==> src/rtl/uart_pkg.sv <==
// Shared definitions for the UART transmit-side blocks: FSM state encoding
// and default sizing.
package uart_pkg;

    localparam int DATA_W_DEFAULT  = 8;
    localparam int TIMEOUT_DEFAULT = 1023;

    typedef enum logic [2:0] {
        ST_IDLE      = 3'd0,
        ST_SEND      = 3'd1,
        ST_WAIT_BUSY = 3'd2,
        ST_WAIT_DONE = 3'd3,
        ST_HOLD      = 3'd4
    } state_t;

endpackage

==> src/rtl/rr_pick.sv <==
// Combinational round-robin selector: first set request after ptr,
// wrapping modulo N. ptr itself is considered last.
module rr_pick #(
    parameter int N  = 4,
    parameter int IW = $clog2(N)
) (
    input  logic [N-1:0]  req,
    input  logic [IW-1:0] ptr,
    output logic          found,
    output logic [IW-1:0] idx
);

    always_comb begin
        logic [IW-1:0] cand;
        found = 1'b0;
        idx   = '0;
        cand  = '0;
        // Walk offsets from farthest to nearest so the nearest hit wins.
        for (int k = N; k >= 1; k--) begin
            cand = IW'((int'(ptr) + k) % N);
            if (req[cand]) begin
                found = 1'b1;
                idx   = cand;
            end
        end
    end

endmodule

==> src/rtl/uart_tx_arbiter.sv <==
// Round-robin, packet-locked arbiter sharing one UART TX engine among
// NUM_REQ byte producers, with a watchdog on an unresponsive engine/owner.
module uart_tx_arbiter
    import uart_pkg::*;
#(
    parameter int NUM_REQ = 4,
    parameter int DATA_W  = DATA_W_DEFAULT,
    parameter int TIMEOUT = TIMEOUT_DEFAULT,
    parameter int IDX_W   = $clog2(NUM_REQ)
) (
    input  logic                        clk,
    input  logic                        rst,
    input  logic [NUM_REQ-1:0]          req_valid,
    input  logic [NUM_REQ*DATA_W-1:0]   req_data,
    input  logic [NUM_REQ-1:0]          req_last,
    output logic [NUM_REQ-1:0]          req_ready,
    output logic                        tx_start,
    output logic [DATA_W-1:0]           tx_data,
    input  logic                        tx_busy,
    output logic                        grant_valid,
    output logic [IDX_W-1:0]            grant_id,
    output logic                        timeout_err
);

    localparam int WD_W = $clog2(TIMEOUT + 1);
    localparam logic [WD_W-1:0] WD_MAX = WD_W'(TIMEOUT);

    state_t              state_q, state_d;
    logic [IDX_W-1:0]    grant_id_q, grant_id_d;
    logic                grant_valid_q, grant_valid_d;
    logic [IDX_W-1:0]    rr_ptr_q, rr_ptr_d;
    logic                last_flag_q, last_flag_d;
    logic [WD_W-1:0]     wdog_q, wdog_d;
    logic                tx_start_q, tx_start_d;
    logic [DATA_W-1:0]   tx_data_q, tx_data_d;
    logic [NUM_REQ-1:0]  req_ready_q, req_ready_d;
    logic                timeout_err_q, timeout_err_d;

    logic [DATA_W-1:0]   data_arr [NUM_REQ];
    logic                pick_found;
    logic [IDX_W-1:0]    pick_idx;
    logic [WD_W-1:0]     wdog_inc;
    logic                wd_expire;

    for (genvar g = 0; g < NUM_REQ; g++) begin : g_unpack
        assign data_arr[g] = req_data[g*DATA_W +: DATA_W];
    end

    rr_pick #(.N(NUM_REQ), .IW(IDX_W)) u_rr_pick (
        .req   (req_valid),
        .ptr   (rr_ptr_q),
        .found (pick_found),
        .idx   (pick_idx)
    );

    // Saturating watchdog; expiry is flagged on the cycle the count reaches TIMEOUT.
    assign wdog_inc  = (wdog_q == WD_MAX) ? WD_MAX : wdog_q + 1'b1;
    assign wd_expire = (wdog_inc == WD_MAX);

    always_comb begin
        logic pkt_done;
        logic pkt_abort;
        state_d       = state_q;
        grant_id_d    = grant_id_q;
        grant_valid_d = grant_valid_q;
        rr_ptr_d      = rr_ptr_q;
        last_flag_d   = last_flag_q;
        wdog_d        = wdog_q;
        tx_start_d    = 1'b0;
        tx_data_d     = tx_data_q;
        req_ready_d   = '0;
        timeout_err_d = 1'b0;
        pkt_done      = 1'b0;
        pkt_abort     = 1'b0;

        case (state_q)
            ST_IDLE: begin
                if (pick_found) begin
                    grant_id_d    = pick_idx;
                    grant_valid_d = 1'b1;
                    state_d       = ST_SEND;
                end
            end
            ST_SEND: begin
                tx_data_d               = data_arr[grant_id_q];
                tx_start_d              = 1'b1;
                req_ready_d[grant_id_q] = 1'b1;
                last_flag_d             = req_last[grant_id_q];
                wdog_d                  = '0;
                state_d                 = ST_WAIT_BUSY;
            end
            ST_WAIT_BUSY: begin
                if (tx_busy) begin
                    state_d = ST_WAIT_DONE;
                end else begin
                    wdog_d    = wdog_inc;
                    pkt_abort = wd_expire;
                end
            end
            ST_WAIT_DONE: begin
                if (!tx_busy) begin
                    if (last_flag_q) begin
                        pkt_done = 1'b1;
                    end else if (req_valid[grant_id_q]) begin
                        state_d = ST_SEND;
                    end else begin
                        wdog_d  = '0;
                        state_d = ST_HOLD;
                    end
                end
            end
            ST_HOLD: begin
                // Packet is still open: only the owner can continue it.
                if (req_valid[grant_id_q]) begin
                    state_d = ST_SEND;
                end else begin
                    wdog_d    = wdog_inc;
                    pkt_abort = wd_expire;
                end
            end
            default: state_d = ST_IDLE;
        endcase

        if (pkt_done || pkt_abort) begin
            grant_valid_d = 1'b0;
            rr_ptr_d      = grant_id_q;
            state_d       = ST_IDLE;
        end
        timeout_err_d = pkt_abort;
    end

    always_ff @(posedge clk or negedge rst) begin
        if (!rst) begin
            state_q       <= ST_IDLE;
            grant_id_q    <= '0;
            grant_valid_q <= 1'b0;
            rr_ptr_q      <= IDX_W'(NUM_REQ - 1);
            last_flag_q   <= 1'b0;
            wdog_q        <= '0;
            tx_start_q    <= 1'b0;
            tx_data_q     <= '0;
            req_ready_q   <= '0;
            timeout_err_q <= 1'b0;
        end else begin
            state_q       <= state_d;
            grant_id_q    <= grant_id_d;
            grant_valid_q <= grant_valid_d;
            rr_ptr_q      <= rr_ptr_d;
            last_flag_q   <= last_flag_d;
            wdog_q        <= wdog_d;
            tx_start_q    <= tx_start_d;
            tx_data_q     <= tx_data_d;
            req_ready_q   <= req_ready_d;
            timeout_err_q <= timeout_err_d;
        end
    end

    assign req_ready   = req_ready_q;
    assign tx_start    = tx_start_q;
    assign tx_data     = tx_data_q;
    assign grant_valid = grant_valid_q;
    assign grant_id    = grant_id_q;
    assign timeout_err = timeout_err_q;

endmodule

==> config.mk <==
export PLATFORM = sky130hd
export DESIGN_NAME = uart_tx_arbiter
export DESIGN_NICKNAME = d
export VERILOG_FILES = /design/src/rtl/uart_pkg.sv /design/src/rtl/rr_pick.sv /design/src/rtl/uart_tx_arbiter.sv
export SDC_FILE = /design/constraint.sdc
export NUM_CORES = 1
export LEC_CHECK = 0
export ABC_AREA = 1
export CORE_UTILIZATION = 54
export CTS_BUF_LIST = sky130_fd_sc_hd__clkbuf_4 sky130_fd_sc_hd__clkbuf_8
export DETAILED_ROUTE_END_ITERATION = 8
export GPL_TIMING_DRIVEN = 0
export PLACE_DENSITY = 0.88
export SYNTH_ARGS = -nofsm -noshare
export SYNTH_HDL_FRONTEND = slang
export SYNTH_SLANG_ARGS = --single-unit
==> constraint.sdc <==
create_clock -name clk -period 5.1 [get_ports clk]
set_input_delay 0.765 -clock clk [delete_from_list [all_inputs] [get_ports clk]]
set_output_delay 0.765 -clock clk [all_outputs]
set_load 0.01 [all_outputs]
### Word level (Yosys, flattened, before mapping)

Index checks and enable logic that the tools add are counted.

* add/sub/neg operators: 5
* multiply operators: 0
* divide/modulo/power cells: 0
* order comparisons: 7
* equality and inequality tests: 16
* shift-type cells: 0
* muxes and demuxes: 51
* bitwise logic cells: 1
* reduce and logical (&&, ||, !) cells: 10

Operator list (count)
* $mux W10: 6
* $pmux W10 S4: 1
* $mux W3: 7
* $eq A10 B10 Y1 const B: 2
* $mux W1: 20
* $bmux W8 S2: 1
* $mux W8: 2
* $lt A2 B3 Y1 const B: 5
* $ne A3 B3 Y1 const B: 5
* $pmux W3 S5: 1
* $bmux W1 S2: 6
* $add A10 B1 Y10 const B: 1
* $ne A2 B2 Y1 const B: 5
* $mux W2: 4
* $eq A3 B2 Y1 const B: 2
* $reduce_and A6 Y1: 1
* $reduce_and A5 Y1: 1
* $add A2 B1 Y2 const B: 2
* $add A2 B2 Y2 const B: 2
* $mux W4: 1
* $reduce_and A2 Y1: 2
* $reduce_bool A2 Y1: 2
* $reduce_bool A4 Y1: 1
* $eq A3 B1 Y1 const B: 1
* other kinds (9): 9

* register bits after elaboration: 33
* latch bits: 0
* RAM bits: 0
* ROM bits: 0
* output and inout bits: 17
* logic and storage cells: 100
* memories kept: 0

### Depth between registers and ports, before layout

Gate-level depths: netlist of run 1.

* depth in word-level cells: 10
* depth in mapped cells: 13
* depth with buffers taken out: 13

### Hierarchy

From an unflattened synthesis of run 1, not the netlist that was laid out.

* cells, all modules: 323
* area total of the unflattened synthesis: 2230.9 µm²

Modules (own cells, without submodules)
* uart_tx_arbiter: times used 1, cells each 272, area each 1984.4 µm², sequential area each 828.3 µm²
* rr_pick: times used 1, cells each 51, area each 246.5 µm², sequential area each 0.0 µm²

### Worst setup path after synthesis of run 1

Ideal clock, no wire load.

* kind: input-to-reg
* start: input port req_valid[3]
* end: register wdog_q[0]
* arrival time: 1.533 ns
* data required time: 4.978 ns
* path slack: 3.445 ns
* cell stages on the path: 10
* buffers on the path: 1
* cells stage by stage: nand2_1 > nand2_1 > nand2_1 > nand3_1 > nand3_1 > nand2_2 > inv_2 > buf_4 > nand3_1 > o21ai_1

* word-level cells in the longest chain between the ends: 4
* elaborated cells on any way between the ends: 5
* classes of those cells: eq/ne: 2; mux: 2; reduce/logical: 1

Ends and longest elaborated chain
* start: declaration: RTL line uart_tx_arbiter.sv:13 `input logic [NUM_REQ-1:0] req_valid,`
* $bmux W1 S2 (*): RTL line uart_tx_arbiter.sv:104, uart_tx_arbiter.sv:114
* $mux W1 (not written as such) (*): RTL line uart_tx_arbiter.sv:104, uart_tx_arbiter.sv:114
* $ne A2 B2 Y1 (no line)
* $reduce_and A6 Y1 (no line) (*)
* end signal: assignment: RTL line uart_tx_arbiter.sv:150 `wdog_q <= wdog_d;`
* end: declaration: RTL line uart_tx_arbiter.sv:33 `logic [WD_W-1:0] wdog_q, wdog_d;`

Every way passes the cells marked *; elsewhere a longest branch is shown, timed or not. The select of a mux whose other input is x is not followed.
A chain may end at the register's enable or synchronous reset.

### Worst setup path after layout of run 1

* start: input port req_valid[3]
* end: register wdog_q[8]

Same word-level chain as after synthesis.

==> report_table.html, run 1 <==
<table>
<tr><th>Metric</th><th>Value</th></tr>
<tr><th colspan="2">Run status</th></tr>
<tr><td>Run status</td><td>finished, final reports clean</td></tr>
<tr><th colspan="2">Floorplanning</th></tr>
<tr><td>Row Count</td><td>22</td></tr>
<tr><td>Initial cell density of the core</td><td>57.9%</td></tr>
<tr><td>Height of the die</td><td>65.6 µm</td></tr>
<tr><td>Top-level I/O count</td><td>60</td></tr>
<tr><td>Core Box Area</td><td>0.00377 mm²</td></tr>
<tr><td>Die W</td><td>65.6 µm</td></tr>
<tr><td>Die area</td><td>0.00430 mm²</td></tr>
<tr><th colspan="2">Route</th></tr>
<tr><td>Number of DRC violations after detailed-routing iteration 0</td><td>117</td></tr>
<tr><td>Drt first pass iters</td><td>5</td></tr>
<tr><td>Number of vias per cell after detailed routing</td><td>5.28</td></tr>
<tr><td>Drt wl/cell</td><td>12.4 µm</td></tr>
<tr><td>Detailed Route WL</td><td>roughly 5.3 mm</td></tr>
<tr><td>Vias</td><td>about 2300</td></tr>
<tr><td>Number of remaining DRC errors</td><td>0</td></tr>
<tr><td>ANT nets after route</td><td>0</td></tr>
<tr><th colspan="2">Logic synthesis</th></tr>
<tr><td>Number of nets in the synthesized netlist</td><td>roughly 360</td></tr>
<tr><td>Cell type contributing the most total cell area after synthesis</td><td>sky130_fd_sc_hd__dfrtp_1</td></tr>
<tr><td>Unique masters post-synth</td><td>33</td></tr>
<tr><td>Proportion of netlist area held by the largest area contributor</td><td>between 30% and 40%</td></tr>
<tr><td>Average footprint of a synthesized cell</td><td>6.95 µm²</td></tr>
<tr><td>Post-synthesis sequential element count</td><td>33</td></tr>
<tr><td>Cell area after synthesis</td><td>0.00218 mm²</td></tr>
<tr><td>Post-Syn Instances</td><td>about 310</td></tr>
<tr><td>Sequential share of the synthesized area</td><td>38.0%</td></tr>
<tr><td>Top cells by area in the synthesized netlist</td><td>sky130_fd_sc_hd__dfrtp_1 36%, sky130_fd_sc_hd__nand2_1 22%, sky130_fd_sc_hd__nand3_1 5.0%, sky130_fd_sc_hd__nand4_1 4.6%, sky130_fd_sc_hd__inv_1 4.1%</td></tr>
<tr><td>Count of warnings emitted by yosys</td><td>0</td></tr>
<tr><th colspan="2">STA</th></tr>
<tr><td>Min Clock Period, post-route</td><td>2.12 ns</td></tr>
<tr><td>Final hold slack</td><td>0.490 ns</td></tr>
<tr><td>Final clock period utilization by the worst path</td><td>41.5%</td></tr>
<tr><td>Worst clock skew on the final layout</td><td>0.00606 ns</td></tr>
<tr><td>Slew Limit Headroom</td><td>just over 50%</td></tr>
<tr><td>Final max-slew violation count</td><td>0</td></tr>
<tr><td>FMAX</td><td>roughly 0.47 GHz</td></tr>
<tr><td>Hold Fails Final Rpt</td><td>0</td></tr>
<tr><td>RSZ-0062 raised after global routing</td><td>false</td></tr>
<tr><td>Slew at the pin with the worst max-slew slack</td><td>0.735 ns</td></tr>
<tr><td>Final TNS setup</td><td>0 ns</td></tr>
<tr><td>Finish-stage setup viols</td><td>0</td></tr>
<tr><th colspan="2">Power and ir drop</th></tr>
<tr><td>Power consumption</td><td>between 1 and 1.5 mW</td></tr>
<tr><td>Highest ir drop seen on vdd</td><td>0.254 mV</td></tr>
<tr><td>Total power density per cell area</td><td>roughly 490 mW/mm²</td></tr>
<tr><td>Leakage Power</td><td>1.36 nW</td></tr>
<tr><th colspan="2">Hold path</th></tr>
<tr><td>Kind of path behind the tightest hold check</td><td>reg2reg</td></tr>
<tr><th colspan="2">Clock tree</th></tr>
<tr><td>Inserted Clock Buffers</td><td>5</td></tr>
<tr><td>TritonCTS clock tree</td><td>yes</td></tr>
<tr><td>Number of buffers inserted by post-CTS setup repair</td><td>0</td></tr>
<tr><td>Insertion delay to the later sink of the worst-skew pair</td><td>0.29 ns</td></tr>
<tr><td>Root cell of the clock tree</td><td>sky130_fd_sc_hd__clkbuf_8</td></tr>
<tr><td>CTS resizes</td><td>0</td></tr>
<tr><td>Clock tree sinks</td><td>33</td></tr>
<tr><td>Worst-path clk slew</td><td>0.07 ns</td></tr>
<tr><td>Number of buffers between clock root and the deepest sink</td><td>2</td></tr>
<tr><td>Hold-fix buffer count after cts</td><td>0</td></tr>
<tr><td>H-Tree Level Count</td><td>2</td></tr>
<tr><th colspan="2">Place</th></tr>
<tr><td>Standard cell area after detailed placement</td><td>~0.0028 mm²</td></tr>
<tr><td>Detailed placement HPWL</td><td>4.03 mm</td></tr>
<tr><td>Input/output buffers</td><td>59</td></tr>
<tr><td>Final Wtd Congestion</td><td>between 0.8 and 0.9</td></tr>
<tr><th colspan="2">Final layout</th></tr>
<tr><td>Number of nets in the layout</td><td>424</td></tr>
<tr><td>Share of layout cells above drive strength 1</td><td>12.1%</td></tr>
<tr><td>Area growth syn-to-layout</td><td>33.5%</td></tr>
<tr><td>Cell area after layout</td><td>about 0.003 mm²</td></tr>
<tr><td>Inserted Diodes</td><td>0</td></tr>
<tr><th colspan="2">Global routing</th></tr>
<tr><td>First-pass GRT wire length</td><td>9.07 mm</td></tr>
<tr><td>GRT Resource Usage Total</td><td>27.7%</td></tr>
<tr><td>Via count of the first global-routing pass</td><td>2090</td></tr>
<tr><td>Antenna violations before repair</td><td>0</td></tr>
<tr><td>GRT overflow</td><td>0</td></tr>
<tr><td>Pin count of the biggest net entering global routing</td><td>34</td></tr>
<tr><th colspan="2">Setup path</th></tr>
<tr><td>Source of the worst register-to-register timing path</td><td>wdog_q[1]</td></tr>
<tr><td>Required time at the endpoint of the critical path</td><td>5.28 ns</td></tr>
<tr><td>Kind of capture point of the worst setup path</td><td>flop</td></tr>
<tr><td>Worst Path Class, Setup</td><td>in2reg</td></tr>
<tr><td>Launching element of the worst setup path</td><td>req_valid[3]</td></tr>
<tr><td>Largest driver fanout on the critical path</td><td>10</td></tr>
<tr><td>FF-to-FF path depth</td><td>10</td></tr>
<tr><td>Setup crit start kind</td><td>input pin</td></tr>
<tr><td>Worst R2R End</td><td>state_q[0]</td></tr>
<tr><td>Register-to-register setup slack</td><td>3.26 ns</td></tr>
<tr><td>Critical path destination</td><td>wdog_q[8]</td></tr>
<tr><td>CP Data Arrival Time</td><td>2.30 ns</td></tr>
<tr><th colspan="2">Flow run</th></tr>
<tr><td>Max cap viols</td><td>0</td></tr>
</table>
layer usage:
layer  track usage [%]  vias up  wire length (µm)
met4              8.15        0                58
met5                 0        -                 0
met2              47.7       90              2550
met1              33.1     1031              2320
li1                  -     1135                 -
met3              8.33        7               391
Yosys cell counts:
| library cell | instances |
|---|---|
| sky130_fd_sc_hd__nand3_1 | 22 |
| sky130_fd_sc_hd__nor3_2 | 1 |
| sky130_fd_sc_hd__nand4_1 | 16 |
| sky130_fd_sc_hd__nor2_4 | 5 |
| sky130_fd_sc_hd__clkinv_1 | 2 |
| sky130_fd_sc_hd__nor2_1 | 16 |
| sky130_fd_sc_hd__o21ai_0 | 10 |
| sky130_fd_sc_hd__o21ai_1 | 7 |
| sky130_fd_sc_hd__nand3_2 | 2 |
| sky130_fd_sc_hd__nand3b_1 | 2 |
| sky130_fd_sc_hd__o21a_1 | 1 |
| sky130_fd_sc_hd__o211ai_1 | 1 |
| sky130_fd_sc_hd__xor2_1 | 1 |
| sky130_fd_sc_hd__ha_1 | 1 |
| sky130_fd_sc_hd__or2_1 | 1 |
| sky130_fd_sc_hd__inv_1 | 24 |
| sky130_fd_sc_hd__xnor2_1 | 2 |
| sky130_fd_sc_hd__dfstp_2 | 2 |
| sky130_fd_sc_hd__clkbuf_1 | 3 |
| sky130_fd_sc_hd__buf_4 | 1 |
| sky130_fd_sc_hd__nor2_2 | 2 |
| sky130_fd_sc_hd__a21oi_2 | 1 |
| sky130_fd_sc_hd__dfrtp_1 | 31 |
| sky130_fd_sc_hd__a31oi_1 | 1 |
| sky130_fd_sc_hd__nor3_1 | 4 |
| sky130_fd_sc_hd__inv_2 | 6 |
| sky130_fd_sc_hd__a21oi_1 | 1 |
| sky130_fd_sc_hd__nand2_2 | 10 |
| sky130_fd_sc_hd__nand3_4 | 2 |
| sky130_fd_sc_hd__o21ai_2 | 1 |
| sky130_fd_sc_hd__o22ai_1 | 1 |
| sky130_fd_sc_hd__buf_6 | 4 |
| sky130_fd_sc_hd__nand2_1 | 130 |
worst min-delay path by stage:
stage	to	slack, ns	cells after the start	from
floorplan	grant_id[0]	0.47	0	rst
global placement	tx_data[4]	0.46	2	tx_data[4]
detailed placement	tx_data[6]	0.47	2	tx_data[6]
CTS	tx_data[6]	0.48	2	tx_data[6]
global route	tx_data[4]	0.51	2	tx_data[4]
finish	tx_data[6]	0.49	2	tx_data[6]
state kept, by name (all words and copies together) (netlist names):
| name | cells |
|---|---|
| tx_data | 8 |
| req_ready | 4 |
| state_q | 3 |
| last_flag_q | 1 |
| grant_valid | 1 |
| grant_id | 2 |
| timeout_err | 1 |
| rr_ptr_q | 2 |
| tx_start | 1 |
| wdog_q | 10 |
per-stage QoR:
stage	setup WS [ns]	cells	utilization, %
floorplan	3.44	314	-
global placement	2.62	421	75.1
detailed placement	2.71	421	75.0
CTS	3.00	429	77.3
global route	2.84	429	77.3
finish	2.98	429	77.3
kinds of logic (layout without fill, tap and decap cells):
kind of cell | Yosys count | after routing | share of synthesized area (%)
compound gates | 24 | 24 | 6.19
xor+xnor | 3 | 3 | 1.20
fa+ha+maj | 1 | 1 | 0.573
buf+inv | 40 | 107 | 8.43
flops | 33 | 33 | 38.0
simple gates | 213 | 213 | 45.6
worst max-delay path: stages:
cell	delay (ns)
sky130_fd_sc_hd__clkdlybuf4s50_1	0.51
sky130_fd_sc_hd__nand2_1	0.07
sky130_fd_sc_hd__nand2_1	0.07
sky130_fd_sc_hd__nand2_1	0.07
sky130_fd_sc_hd__nand3_1	0.13
sky130_fd_sc_hd__nand3_1	0.10
sky130_fd_sc_hd__nand2_2	0.19
sky130_fd_sc_hd__inv_2	0.06
sky130_fd_sc_hd__buf_4	0.17
sky130_fd_sc_hd__nand3_1	0.09
sky130_fd_sc_hd__o21ai_1	0.08
layout make-up:
class                           instances  area (µm²)
Tap cell                               48        60.1
Multi-Input combinational cell        241        1170
Clock inverter                          3        17.5
Sequential cell                        33         828
Buffer                                  8        63.8
Clock buffer                            5        68.8
Fill cell                             269         857
Inverter                               32         120
Timing Repair Buffer                   59         586
power by group:
part / switching, mW / internal [mW] / total, mW
Sequential: 0.0550 / 0.353 / 0.408
Clock: 0.102 / 0.0941 / 0.196
Combinational: 0.493 / 0.329 / 0.822
cells in the final DEF (no fill, tap or decap), types with 5 or more instances in the layout:
| cell type | instances |
|---|---|
| sky130_fd_sc_hd__nand2_1 | 130 |
| sky130_fd_sc_hd__clkdlybuf4s50_1 | 58 |
| sky130_fd_sc_hd__dfrtp_1 | 31 |
| sky130_fd_sc_hd__inv_1 | 24 |
| sky130_fd_sc_hd__nand3_1 | 22 |
| sky130_fd_sc_hd__nor2_1 | 16 |
| sky130_fd_sc_hd__nand4_1 | 16 |
| sky130_fd_sc_hd__nand2_2 | 10 |
| sky130_fd_sc_hd__o21ai_0 | 10 |
| sky130_fd_sc_hd__o21ai_1 | 7 |
| sky130_fd_sc_hd__inv_2 | 6 |
| sky130_fd_sc_hd__nor2_4 | 5 |
| sky130_fd_sc_hd__clkbuf_8 | 5 |
No activity file was read; power rests on OpenSTA's default activity.
==> run 2, diff against run 1 <==
Settings changed: CORE_UTILIZATION 54 to 45, PLACE_DENSITY 0.88 to 0.79.
Clock period 5.1 ns to 1.87 ns, I/O delays scaled along.
==> run 2 against run 1 <==
Net effect:
- sequential power grew to 2.8 times the previous value
- clock skew is 0.00077 ns lower
- global-route usage is 5.6 points lower
- non-clock buffer count stayed put
- flip-flop and latch count stayed put
- die area is 19% higher
- power grew to 2.8 times the previous value
==> report_table.html, run 2 (same netlist as run 1, synthesis figures left out) <==
<table>
<tr><th>Metric</th><th>Value</th></tr>
<tr><th colspan="2">Clock tree</th></tr>
<tr><td>H-Tree Level Count</td><td>2</td></tr>
<tr><td>Root cell of the clock tree</td><td>sky130_fd_sc_hd__clkbuf_8</td></tr>
<tr><td>Insertion delay to the later sink of the worst-skew pair</td><td>0.29 ns</td></tr>
<tr><td>Inserted Clock Buffers</td><td>5</td></tr>
<tr><td>Clock tree sinks</td><td>33</td></tr>
<tr><td>Worst-path clk slew</td><td>0.07 ns</td></tr>
<tr><td>Number of buffers inserted by post-CTS setup repair</td><td>0</td></tr>
<tr><td>TritonCTS clock tree</td><td>yes</td></tr>
<tr><td>Number of buffers between clock root and the deepest sink</td><td>2</td></tr>
<tr><th colspan="2">Floorplanning</th></tr>
<tr><td>Die area</td><td>around 0.0051 mm²</td></tr>
<tr><td>Core Box Area</td><td>between 0.004 and 0.005 mm²</td></tr>
<tr><td>Die W</td><td>71.6 µm</td></tr>
<tr><td>Height of the die</td><td>71.6 µm</td></tr>
<tr><td>Row Count</td><td>24</td></tr>
<tr><td>Initial cell density of the core</td><td>48.4%</td></tr>
<tr><td>Top-level I/O count</td><td>60</td></tr>
<tr><th colspan="2">STA</th></tr>
<tr><td>RSZ-0062 raised after global routing</td><td>false</td></tr>
<tr><td>Slew Limit Headroom</td><td>49.7%</td></tr>
<tr><td>Final TNS setup</td><td>0 ns</td></tr>
<tr><td>Hold Fails Final Rpt</td><td>0</td></tr>
<tr><td>Final clock period utilization by the worst path</td><td>94.0%</td></tr>
<tr><td>FMAX</td><td>0.569 GHz</td></tr>
<tr><td>Final max-slew violation count</td><td>0</td></tr>
<tr><td>Worst clock skew on the final layout</td><td>0.00529 ns</td></tr>
<tr><td>Min Clock Period, post-route</td><td>1.76 ns</td></tr>
<tr><td>Final hold slack</td><td>0.0426 ns</td></tr>
<tr><td>Finish-stage setup viols</td><td>0</td></tr>
<tr><td>Slew at the pin with the worst max-slew slack</td><td>0.750 ns</td></tr>
<tr><th colspan="2">Route</th></tr>
<tr><td>Number of DRC violations after detailed-routing iteration 0</td><td>116</td></tr>
<tr><td>Number of remaining DRC errors</td><td>0</td></tr>
<tr><td>Detailed Route WL</td><td>5.04 mm</td></tr>
<tr><td>Drt wl/cell</td><td>11.6 µm</td></tr>
<tr><td>ANT nets after route</td><td>0</td></tr>
<tr><td>Vias</td><td>2225</td></tr>
<tr><td>Drt first pass iters</td><td>4</td></tr>
<tr><td>Number of vias per cell after detailed routing</td><td>5.14</td></tr>
<tr><th colspan="2">Power and ir drop</th></tr>
<tr><td>Highest ir drop seen on vdd</td><td>0.719 mV</td></tr>
<tr><td>Power consumption</td><td>3.93 mW</td></tr>
<tr><td>Leakage Power</td><td>between 1 and 1.5 nW</td></tr>
<tr><td>Total power density per cell area</td><td>1330 mW/mm²</td></tr>
<tr><th colspan="2">Place</th></tr>
<tr><td>Input/output buffers</td><td>59</td></tr>
<tr><td>Standard cell area after detailed placement</td><td>roughly 0.0028 mm²</td></tr>
<tr><td>Detailed placement HPWL</td><td>between 3 and 4 mm</td></tr>
<tr><td>Final Wtd Congestion</td><td>0.832</td></tr>
<tr><th colspan="2">Setup path</th></tr>
<tr><td>Register-to-register setup slack</td><td>0.11 ns</td></tr>
<tr><td>Kind of capture point of the worst setup path</td><td>flop</td></tr>
<tr><td>Worst Path Class, Setup</td><td>reg2reg</td></tr>
<tr><td>Setup crit start kind</td><td>flop</td></tr>
<tr><td>Largest driver fanout on the critical path</td><td>9</td></tr>
<tr><td>CP Data Arrival Time</td><td>1.99 ns</td></tr>
<tr><td>Required time at the endpoint of the critical path</td><td>~2.1 ns</td></tr>
<tr><td>FF-to-FF path depth</td><td>11</td></tr>
<tr><th colspan="2">Global routing</th></tr>
<tr><td>Pin count of the biggest net entering global routing</td><td>34</td></tr>
<tr><td>Antenna violations before repair</td><td>0</td></tr>
<tr><td>GRT overflow</td><td>0</td></tr>
<tr><td>Via count of the first global-routing pass</td><td>2123</td></tr>
<tr><td>GRT Resource Usage Total</td><td>22.1%</td></tr>
<tr><td>First-pass GRT wire length</td><td>~8.9 mm</td></tr>
<tr><th colspan="2">Final layout</th></tr>
<tr><td>Area growth syn-to-layout</td><td>35.5%</td></tr>
<tr><td>Count of filler cells inserted in the layout</td><td>392</td></tr>
<tr><td>Most common cell after layout, fill and taps aside</td><td>sky130_fd_sc_hd__nand2_1</td></tr>
<tr><td>Inserted Diodes</td><td>0</td></tr>
<tr><td>Largest reg by FF count</td><td>wdog_q</td></tr>
<tr><td>Leading cell types in the layout, fill and taps excluded</td><td>129 x sky130_fd_sc_hd__nand2_1, 58 x sky130_fd_sc_hd__clkdlybuf4s50_1, 29 x sky130_fd_sc_hd__dfrtp_1</td></tr>
<tr><td>Max reg flops</td><td>10</td></tr>
<tr><td>Cell area after layout</td><td>0.00296 mm²</td></tr>
<tr><td>Share of layout cells above drive strength 1</td><td>a little over an eighth</td></tr>
<tr><td>Number of nets in the layout</td><td>424</td></tr>
<tr><th colspan="2">Flow run</th></tr>
<tr><td>Max cap viols</td><td>0</td></tr>
<tr><th colspan="2">Hold path</th></tr>
<tr><td>Kind of path behind the tightest hold check</td><td>in2async</td></tr>
<tr><th colspan="2">Run status</th></tr>
<tr><td>Run status</td><td>finished, final reports clean</td></tr>
</table>
## run 2: through the flow
stage	utilization [%]	std cells	setup slack, ns
after detailed placement	62.9	425	-0.0208
after floorplan	-	314	0.262
final	65.6	433	0.112
after global placement	63.0	425	-0.178
after global routing	65.6	433	0.00585
after CTS	65.2	433	0.00576
## run 2: cell type report
type | instances | area, µm² | area share, %
Sequential cell | 33 | 831 | 28.1
Tap cell | 52 | 65.1 | 2.20
Buffer | 8 | 63.8 | 2.16
Multi-Input combinational cell | 241 | 1190 | 40.2
Timing Repair Buffer | 59 | 586 | 19.8
Inverter | 32 | 120 | 4.06
Clock buffer | 7 | 96.3 | 3.26
Clock inverter | 1 | 5.00 | 0.169
## run 2: per-layer routing
layer,GRT usage (%),routed length [µm],up-vias
met1,26.9,2250,1008
met3,7.17,366,12
met5,0,0,-
met4,8.71,121,0
met2,36.3,2290,75
li1,-,-,1130
## run 2: worst max-delay path, cell delays in order, from the launching register on
cell	delay (ns)
sky130_fd_sc_hd__dfrtp_2	0.43
sky130_fd_sc_hd__ha_4	0.18
sky130_fd_sc_hd__nand2_2	0.08
sky130_fd_sc_hd__nor2_4	0.11
sky130_fd_sc_hd__nand3_4	0.14
sky130_fd_sc_hd__nand2_1	0.13
sky130_fd_sc_hd__nand3_2	0.12
sky130_fd_sc_hd__nor2_4	0.14
sky130_fd_sc_hd__nand3_4	0.13
sky130_fd_sc_hd__nand2_2	0.12
sky130_fd_sc_hd__nand2_1	0.06
sky130_fd_sc_hd__nand2_1	0.06
## run 2: what timing repair did
action | 4_1_cts | 5_1_grt
setup endpoints to repair | 6 | 7
hold buffers | 0 | 0
gates resized for setup | 1 | 5
## run 2: worst paths after layout
kind                            start          end
min                               rst    wdog_q[8]
min in group clk           tx_data[5]   tx_data[5]
max reg2reg                 wdog_q[0]  rr_ptr_q[0]
max                         wdog_q[0]  rr_ptr_q[0]
min reg2reg                tx_data[5]   tx_data[5]
max in group asynchronous         rst    wdog_q[1]
## run 2: power breakdown
part | internal [mW] | switching (mW) | total (mW)
Combinational | 0.905 | 1.30 | 2.21
Clock | 0.333 | 0.264 | 0.596
Sequential | 0.966 | 0.160 | 1.13
Total | 2.20 | 1.73 | 3.93
==> run 3, diff against run 2 <==
Settings changed: CORE_MARGIN set to 2, CTS_CLUSTER_DIAMETER set to 40.
==> run 3 against run 2 <==
Net effect:
- worst setup slack improved by 0.051 ns
- sequential power is essentially flat
- critical endpoint is now rr_ptr_q[1]
- fmax rose by 3.0%
- sequential share of layout area fell by 0.13 points
- wire length grew 2.0%
- register-to-register slack improved by 0.05 ns
- combinational power about the same
- clock power down 4.0%
- global-route usage is 1.2 points lower
- largest power group unchanged
- hold slack improved by 0.017 ns
- die area rose by 5.7%
- count of clock-buffer cells in the layout rose by 1
==> report_table.html, run 3 (same netlist as run 1, synthesis figures left out) <==
<table>
<tr><th>Metric</th><th>Value</th></tr>
<tr><th colspan="2">Global routing</th></tr>
<tr><td>Antenna violations before repair</td><td>0</td></tr>
<tr><td>Busiest metal layer after global routing</td><td>met2</td></tr>
<tr><td>GRT overflow</td><td>0</td></tr>
<tr><td>Global-route track usage on met3</td><td>6.17%</td></tr>
<tr><td>Pin count of the biggest net entering global routing</td><td>34</td></tr>
<tr><td>Met1 Resource Use GR</td><td>25.2%</td></tr>
<tr><td>First-pass GRT wire length</td><td>8.86 mm</td></tr>
<tr><td>GRT Resource Usage Total</td><td>20.9%</td></tr>
<tr><td>Met2 usage</td><td>35.8%</td></tr>
<tr><td>Via count of the first global-routing pass</td><td>2063</td></tr>
<tr><th colspan="2">Setup path</th></tr>
<tr><td>Required time at the endpoint of the critical path</td><td>2.10 ns</td></tr>
<tr><td>Largest driver fanout on the critical path</td><td>9</td></tr>
<tr><td>Setup crit start kind</td><td>flop</td></tr>
<tr><td>Source of the worst register-to-register timing path</td><td>wdog_q[0]</td></tr>
<tr><td>FF-to-FF path depth</td><td>11</td></tr>
<tr><td>Register-to-register setup slack</td><td>0.16 ns</td></tr>
<tr><td>Worst Path Class, Setup</td><td>reg2reg</td></tr>
<tr><td>Worst R2R End</td><td>rr_ptr_q[1]</td></tr>
<tr><td>Kind of capture point of the worst setup path</td><td>flop</td></tr>
<tr><td>CP Data Arrival Time</td><td>between 1.5 and 2 ns</td></tr>
<tr><td>Critical path destination</td><td>rr_ptr_q[1]</td></tr>
<tr><td>Launching element of the worst setup path</td><td>wdog_q[0]</td></tr>
<tr><th colspan="2">Floorplanning</th></tr>
<tr><td>Height of the die</td><td>between 70 and 80 µm</td></tr>
<tr><td>Core Box Area</td><td>0.00469 mm²</td></tr>
<tr><td>Initial cell density of the core</td><td>46.5%</td></tr>
<tr><td>Row Count</td><td>25</td></tr>
<tr><td>Top-level I/O count</td><td>60</td></tr>
<tr><td>Die area</td><td>around 0.0054 mm²</td></tr>
<tr><td>Die W</td><td>73.6 µm</td></tr>
<tr><th colspan="2">STA</th></tr>
<tr><td>Finish-stage setup viols</td><td>0</td></tr>
<tr><td>Final hold slack</td><td>between 0.05 and 0.06 ns</td></tr>
<tr><td>Hold Fails Final Rpt</td><td>0</td></tr>
<tr><td>Final TNS setup</td><td>0 ns</td></tr>
<tr><td>Slew at the pin with the worst max-slew slack</td><td>0.746 ns</td></tr>
<tr><td>Min Clock Period, post-route</td><td>1.71 ns</td></tr>
<tr><td>FMAX</td><td>0.586 GHz</td></tr>
<tr><td>Worst clock skew on the final layout</td><td>around 0.0045 ns</td></tr>
<tr><td>Final clock period utilization by the worst path</td><td>91.3%</td></tr>
<tr><td>Slew Limit Headroom</td><td>50.3%</td></tr>
<tr><td>Final max-slew violation count</td><td>0</td></tr>
<tr><th colspan="2">Route</th></tr>
<tr><td>Drt wl/cell</td><td>11.8 µm</td></tr>
<tr><td>Detailed Route WL</td><td>5.14 mm</td></tr>
<tr><td>Drt first pass iters</td><td>4</td></tr>
<tr><td>Number of vias per cell after detailed routing</td><td>5.14</td></tr>
<tr><td>Number of DRC violations after detailed-routing iteration 0</td><td>78</td></tr>
<tr><td>ANT nets after route</td><td>0</td></tr>
<tr><td>Vias</td><td>2242</td></tr>
<tr><td>Number of remaining DRC errors</td><td>0</td></tr>
<tr><th colspan="2">Power and ir drop</th></tr>
<tr><td>Highest ir drop seen on vdd</td><td>0.848 mV</td></tr>
<tr><td>Proportion of power drawn by flip-flops and latches</td><td>28.7%</td></tr>
<tr><td>Total power density per cell area</td><td>roughly 1300 mW/mm²</td></tr>
<tr><td>Net switching power</td><td>1.73 mW</td></tr>
<tr><td>Leakage Power</td><td>1.37 nW</td></tr>
<tr><td>Internal power summed over all cells</td><td>2.21 mW</td></tr>
<tr><td>Clock power frac</td><td>roughly 14%</td></tr>
<tr><td>Combinational Power Share</td><td>56.8%</td></tr>
<tr><td>Switch share</td><td>43.9%</td></tr>
<tr><td>Power consumption</td><td>around 4 mW</td></tr>
<tr><th colspan="2">Final layout</th></tr>
<tr><td>Area growth syn-to-layout</td><td>36.1%</td></tr>
<tr><td>Largest reg by FF count</td><td>wdog_q</td></tr>
<tr><td>Leading cell types in the layout, fill and taps excluded</td><td>128 x sky130_fd_sc_hd__nand2_1, 58 x sky130_fd_sc_hd__clkdlybuf4s50_1, 29 x sky130_fd_sc_hd__dfrtp_1</td></tr>
<tr><td>Share of layout cells above drive strength 1</td><td>14.1%</td></tr>
<tr><td>Max reg flops</td><td>10</td></tr>
<tr><td>Inserted Diodes</td><td>0</td></tr>
<tr><td>Util after Layout</td><td>63.3%</td></tr>
<tr><td>Most common cell after layout, fill and taps aside</td><td>sky130_fd_sc_hd__nand2_1</td></tr>
<tr><td>Number of nets in the layout</td><td>425</td></tr>
<tr><th colspan="2">Clock tree</th></tr>
<tr><td>H-Tree Level Count</td><td>2</td></tr>
<tr><td>Inserted Clock Buffers</td><td>5</td></tr>
<tr><td>TritonCTS clock tree</td><td>yes</td></tr>
<tr><td>Number of buffers between clock root and the deepest sink</td><td>2</td></tr>
<tr><td>Hold-fix buffer count after cts</td><td>0</td></tr>
<tr><td>Root cell of the clock tree</td><td>sky130_fd_sc_hd__clkbuf_8</td></tr>
<tr><td>Clock tree sinks</td><td>33</td></tr>
<tr><td>Worst-path clk slew</td><td>0.06 ns</td></tr>
<tr><td>Insertion delay to the later sink of the worst-skew pair</td><td>around 0.28 ns</td></tr>
<tr><th colspan="2">Run status</th></tr>
<tr><td>Run status</td><td>finished, final reports clean</td></tr>
<tr><th colspan="2">Place</th></tr>
<tr><td>Detailed placement HPWL</td><td>3.95 mm</td></tr>
<tr><td>Input/output buffers</td><td>between 50 and 60</td></tr>
<tr><td>Final Wtd Congestion</td><td>a little under 0.9</td></tr>
<tr><th colspan="2">Hold path</th></tr>
<tr><td>Kind of path behind the tightest hold check</td><td>in2async</td></tr>
<tr><th colspan="2">Flow run</th></tr>
<tr><td>Max cap viols</td><td>0</td></tr>
</table>
==> run 3: worst min-delay path by stage <==
stage | start | endpoint | slack (ns) | depth (start not counted)
after CTS | rst | state_q[1] | 0.08 | 1
after global placement | tx_data[3] | tx_data[3] | 0.46 | 2
after global routing | rst | state_q[1] | 0.12 | 1
after floorplan | rst | grant_id[0] | -0.02 | 0
final | rst | grant_id[1] | 0.06 | 1
after detailed placement | rst | grant_id[1] | 0.39 | 1
==> run 3: power by group through the flow <==
stage                     Combinational (mW)  Sequential (mW)  Clock (mW)
final                                   2.23             1.13       0.572
after global placement                  2.16             1.11           0
after CTS                               2.22             1.11       0.587
after detailed placement                2.21             1.12           0
after floorplan                         1.40             1.17           0
after global routing                    2.52             1.16       0.626
==> run 3: worst max-delay path, stage by stage, from the launching register on <==
cell,delay [ns]
sky130_fd_sc_hd__dfrtp_2,0.42
sky130_fd_sc_hd__ha_4,0.18
sky130_fd_sc_hd__nand2_2,0.08
sky130_fd_sc_hd__nor2_4,0.11
sky130_fd_sc_hd__nand3_4,0.15
sky130_fd_sc_hd__o21ai_0,0.15
sky130_fd_sc_hd__nand2_2,0.09
sky130_fd_sc_hd__nor2_4,0.11
sky130_fd_sc_hd__nand3_4,0.13
sky130_fd_sc_hd__nand2_2,0.11
sky130_fd_sc_hd__nand2_1,0.06
sky130_fd_sc_hd__nand2_1,0.06
==> run 3: through the flow <==
step	setup slack [ns]	instances	cell area, µm²
after floorplan	0.262	314	2180
after global placement	-0.198	427	2840
after detailed placement	0.00992	427	2840
after CTS	0.0273	435	2930
after global routing	-0.00378	436	2970
final	0.163	436	2970
==> run 3: metal layers <==
layer	wire length [µm]	vias to the layer above	part of all wire [%]
met5	0	-	0
met4	73	0	1.4
met3	353	8	6.9
met2	2470	86	48
met1	2240	1014	44
li1	-	1134	-
==> run 3: timing repair <==
item / 4_1_cts / 5_1_grt
setup endpoints to repair: 0 / 8
resized for setup: 0 / 8
buffers inserted: 0 / 1
==> run 3: layout make-up <==
cell class	instances	area, µm²
Buffer	8	63.8
Clock buffer	8	97.6
Fill cell	416	1720
Inverter	32	120
Multi-Input combinational cell	241	1200
Sequential cell	33	831
Tap cell	54	67.6
Timing Repair Buffer	60	593
